File: src/rtl/jk_mod_counter.sv
// jk_mod_counter: synchronous up/down modulo-MODULUS counter built from one
// JK flip-flop stage per state bit. Every stage's J/K pair is derived
// combinationally from the current count, the mode (load/count/hold) and
// the next-state target.
//
// Ports:
//   clk    - clock, all state changes on posedge
//   rst_n  - synchronous active-low reset (q=0, wrap=0, err=0)
//   en     - count enable
//   up_dn  - direction, 1 = up, 0 = down
//   load   - synchronous parallel load, priority over en
//   din    - load value
//   q      - current count, one bit per JK stage
//   tc     - Mealy terminal count (high in the cycle before a wrap edge)
//   wrap   - registered one-cycle pulse after a wrapping edge
//   err    - sticky out-of-range-load flag, cleared only by reset

// Single JK stage: q(next) = J & ~q | ~K & q, synchronous active-low reset.
module jk_stage (
  input  logic clk,
  input  logic rst_n,
  input  logic j,
  input  logic k,
  output logic q
);
  logic q_d, q_q;

  always_comb q_d = (j & ~q_q) | (~k & q_q);

  always_ff @(posedge clk) begin
    if (!rst_n) q_q <= 1'b0;
    else        q_q <= q_d;
  end

  assign q = q_q;
endmodule

module jk_mod_counter #(
  parameter int WIDTH   = 4,
  parameter int MODULUS = 10
) (
  input  logic             clk,
  input  logic             rst_n,
  input  logic             en,
  input  logic             up_dn,
  input  logic             load,
  input  logic [WIDTH-1:0] din,
  output logic [WIDTH-1:0] q,
  output logic             tc,
  output logic             wrap,
  output logic             err
);
  if (WIDTH < 1 || MODULUS < 2 || MODULUS > (1 << WIDTH)) begin : g_bad_param
    $error("jk_mod_counter: need 2 <= MODULUS <= 2**WIDTH");
  end

  // One extra bit so MODULUS == 2**WIDTH is representable for the range check.
  localparam logic [WIDTH:0]   MOD_W = (WIDTH+1)'(MODULUS);
  localparam logic [WIDTH-1:0] MAX_V = WIDTH'(MODULUS - 1);

  logic [WIDTH-1:0] q_cur;
  logic [WIDTH-1:0] target;
  logic [WIDTH-1:0] j_vec, k_vec;
  logic             set_mode;   // J/K drive target directly (load or wrap)
  logic             cnt_mode;   // J = K = toggle mask
  logic             at_max, at_zero, load_bad;
  logic             wrap_d, wrap_q;
  logic             err_d,  err_q;

  assign at_max   = (q_cur == MAX_V);
  assign at_zero  = (q_cur == '0);
  assign load_bad = ({1'b0, din} >= MOD_W);

  // Next-state target and mode; priority load > en > hold (reset lives in
  // the flops themselves).
  always_comb begin
    target   = q_cur;
    set_mode = 1'b0;
    cnt_mode = 1'b0;
    wrap_d   = 1'b0;
    err_d    = err_q;
    if (load) begin
      set_mode = 1'b1;
      target   = load_bad ? '0 : din;
      err_d    = err_q | load_bad;
    end else if (en) begin
      if (up_dn) begin
        if (at_max) begin
          set_mode = 1'b1;
          target   = '0;
          wrap_d   = 1'b1;
        end else begin
          cnt_mode = 1'b1;
          target   = q_cur + WIDTH'(1);
        end
      end else begin
        if (at_zero) begin
          set_mode = 1'b1;
          target   = MAX_V;
          wrap_d   = 1'b1;
        end else begin
          cnt_mode = 1'b1;
          target   = q_cur - WIDTH'(1);
        end
      end
    end
  end

  // Per-bit J/K: a counting step toggles exactly the bits that differ from
  // the target; load/wrap force each stage to the target bit.
  always_comb begin
    j_vec = '0;
    k_vec = '0;
    if (set_mode) begin
      j_vec = target;
      k_vec = ~target;
    end else if (cnt_mode) begin
      j_vec = q_cur ^ target;
      k_vec = q_cur ^ target;
    end
  end

  for (genvar i = 0; i < WIDTH; i++) begin : g_stage
    jk_stage u_stage (
      .clk   (clk),
      .rst_n (rst_n),
      .j     (j_vec[i]),
      .k     (k_vec[i]),
      .q     (q_cur[i])
    );
  end

  always_ff @(posedge clk) begin
    if (!rst_n) begin
      wrap_q <= 1'b0;
      err_q  <= 1'b0;
    end else begin
      wrap_q <= wrap_d;
      err_q  <= err_d;
    end
  end

  assign q    = q_cur;
  assign wrap = wrap_q;
  assign err  = err_q;
  assign tc   = rst_n & en & ~load & ((up_dn & at_max) | (~up_dn & at_zero));
endmodule

File: config.mk
export PLATFORM = sky130hd
export DESIGN_NAME = jk_mod_counter
export DESIGN_NICKNAME = d
export VERILOG_FILES = /design/src/rtl/jk_mod_counter.sv
export SDC_FILE = /design/constraint.sdc
export NUM_CORES = 1
export LEC_CHECK = 0
export CAP_MARGIN = 20
export CORE_MARGIN = 2
export CORE_UTILIZATION = 25
export DETAILED_ROUTE_END_ITERATION = 12
export PLACE_DENSITY = 0.44
export SYNTH_ARGS = -nofsm -noshare
export SYNTH_HDL_FRONTEND = slang
export SYNTH_HIERARCHICAL = 1
export SYNTH_SLANG_ARGS = --single-unit
File: constraint.sdc
create_clock -name clk -period 1.67 [get_ports clk]
set_input_delay 0.2505 -clock clk [delete_from_list [all_inputs] [get_ports clk]]
set_output_delay 0.2505 -clock clk [all_outputs]
set_load 0.01 [all_outputs]
==> run metrics <==
status finished clean; largest stage delay on the critical path 0.37 ns; Worst Path Max Fanout 2; Leakage 0.362 nW; GR Layer Usage met2 0.194; GR met3 Demand/Resource 0.0226; Tmin final around 1.6 ns; crit end category primary output; Die W 52.9 µm; TritonCTS Buffers 3; # port buffers 15; Final Non-Filler Cells 133; WP data required 1.42 ns; final wirelength around 1600 µm; M1 GR Usage 0.177; register share of total power 0.319; ratio of cells with drive above 1 in the final layout 0.276; fraction of the cycle the final worst path needs 0.962; All-Layer GR Usage 0.131; H-tree depth 1; synth unique cells 34; clock-pin slew on the worst setup and hold paths 0.05 ns; Nets 116; Final Skew 0.00248 ns; clock root buffer clkbuf_4; CP Launch Point g_stage[0].u_stage/q$_SDFF_PN0_; Rows 17; Syn. warnings 6; Worst path slowest cell or3_4; placed cell count 130; initial antenna violation count 0; io pins 16; vias per cell around 4.9; crit path cell chain or3_4 -> a21boi_4 -> and3_1 -> buf_2; Comb power frac 0.398; Seq/Total Area, Yosys 0.201; PD cells 553 mW/mm²; Slew HR 0.832; Clk pwr share 0.282; # diodes 0; core footprint between 0.002 and 0.0025 mm²; critical path type reg -> out; initial core utilization 0.268; CTS tree yes; fmax roughly 620 MHz; Final Hold Vio Count 0; Setup Buffers After CTS 0; Sw Pwr 0.000147 W; GP Congestion 0.815; DP HPWL approximately 1300 µm; most frequent cells in the layout 13 x buf_4, 13 x clkdlybuf4s50_1, 7 x o21ai_0, 6 x nand2_1, 6 x nor2_1; max-cap violations 0; Synthesized Nets 86; RR Startpoint g_stage[0].u_stage/q$_SDFF_PN0_; top cells by area, synth dfxtp_1 20%, nand2b_4 9.2%, a21boi_2 7.5%; post-route cell area about 880 µm²; number of detailed-route iterations in the first pass 4; Yosys top cell by area dfxtp_1; DIE AREA 0.00280 mm²; first-pass GRT wire length 2640 µm; Layout Area Growth over Synthesis 47.9%; Synth Instances 77; synthesized area per cell 7.77 µm²; Hold-fix buffers, CTS 0; clock tree buffer depth 2; largest net degree at the start of global routing 14; setup violators final 0; wire per inst 11.7 µm; Tightest Pin Transition 0.249 ns; DRC viols 0; HP Class reg -> reg; cell family with most CP delay simple AND/OR/NAND/NOR gates; switching part of the total power 0.300; top cell type's share of synthesized area 0.201; Fin Setup TNS 0 ns; Critical Path AT 1.36 ns; vias in the first global route about 600; Post-Syn Area 598 µm²; HP Start err$_SDFFE_PN0P_; Pint 0.000342 W; CTS Sinks 6; Post-DRT Antenna Nets 0; Congestion Overflow GR 0; Yosys reg bits 6; Startpoint Class flip-flop; post-layout util 0.396; maximum vdd drop roughly 0.00023 V; GRT busiest layer met2; clk_lat worst skew 0.25 ns; vias around 650; max-slew violation count 0; Buf+Inv Stages, Crit Path 1; Die Height 52.9 µm; Iteration-0 DRC Markers 10; RSZ-0062 raised after global routing no; Placement Cell Area 863 µm²
==> logic make-up (layout without fill, tap and decap cells) <==
logic type	count (synthesis)	after routing	share of synthesized area
AO/OA/AOI/OAI	26	26	0.333
XOR/XNOR	1	1	0.0146
buffers and inverters	6	34	0.0544
flip-flops	6	6	0.201
AND/OR/NAND/NOR	38	38	0.397
==> metrics by stage <==
step           setup WS (ns)  total power [W]  hold WS, ns
3_5_place_dp          -0.456         0.000355        0.457
4_1_cts               0.0282         0.000494        0.471
5_1_grt              0.00172         0.000523        0.499
3_3_place_gp          -0.480         0.000356        0.456
2_1_floorplan          0.162         0.000269        0.368
6_report              0.0640         0.000489        0.466
==> worst paths after layout <==
check / end / slack, ns / depth (start not counted)
setup / recovery: tc / 0.06 / 4
hold / removal: err$_SDFFE_PN0P_ / 0.47 / 1
setup reg to reg: g_stage[1].u_stage/q$_SDFF_PN0_ / 0.21 / 7
hold reg to reg: err$_SDFFE_PN0P_ / 0.47 / 1
==> final cells by class <==
type,instances,area (µm²)
Fill cell,243,1350
Multi-Input combinational cell,65,445
Timing Repair Buffer,29,253
Sequential cell,6,121
Tap cell,28,35.0
Clock buffer,3,22.5
Inverter,2,7.51
==> sequential cells by signal, indices dropped and copies added, names as in the netlist <==
signal,cells
err,1
wrap,1
g_stage.u_stage/q,4
==> power by group through the flow <==
stage | clock (W) | combinational [W] | sequential [W]
global route | 0.000151 | 0.000214 | 0.000157
finish | 0.000138 | 0.000195 | 0.000156
detailed placement | 0 | 0.000197 | 0.000158
CTS | 0.000143 | 0.000196 | 0.000156
global placement | 0 | 0.000197 | 0.000159
floorplan | 0 | 0.000101 | 0.000168
==> synth_stat cells <==
library cell and n:
nor3_1 2, o31ai_1 1, o31a_1 1, xor2_1 1
nand3_1 4, nor4_1 1, a21boi_4 1, nand2b_1 4
nor2b_1 3, clkbuf_1 1, buf_6 1, and2_1 2
nor2_1 6, a21boi_0 1, a21boi_2 4, o22ai_1 1
a32oi_1 1, nand2b_4 4, o21ai_1 1, a21o_1 1
a21oi_1 2, a31oi_1 1, o211ai_1 1, nand2_1 6
and3_1 3, o21ai_0 7, or3_4 1, nand3b_1 2
a41oi_1 1, o221ai_1 1, o21a_1 1, inv_1 2
buf_2 2, dfxtp_1 6
==> per-layer routing <==
layer	up-vias	wire length, µm
met5	-	0
met2	19	675
met3	4	85
met4	0	25
met1	289	769
li1	334	-
==> what timing repair did <==
item                                    4_1_cts  5_1_grt
pin swaps                                     3        0
endpoints found under the setup margin        2        1
resized for setup                             5        2
hold endpoints to repair                      0        0
No activity file was read; power rests on OpenSTA's default activity.
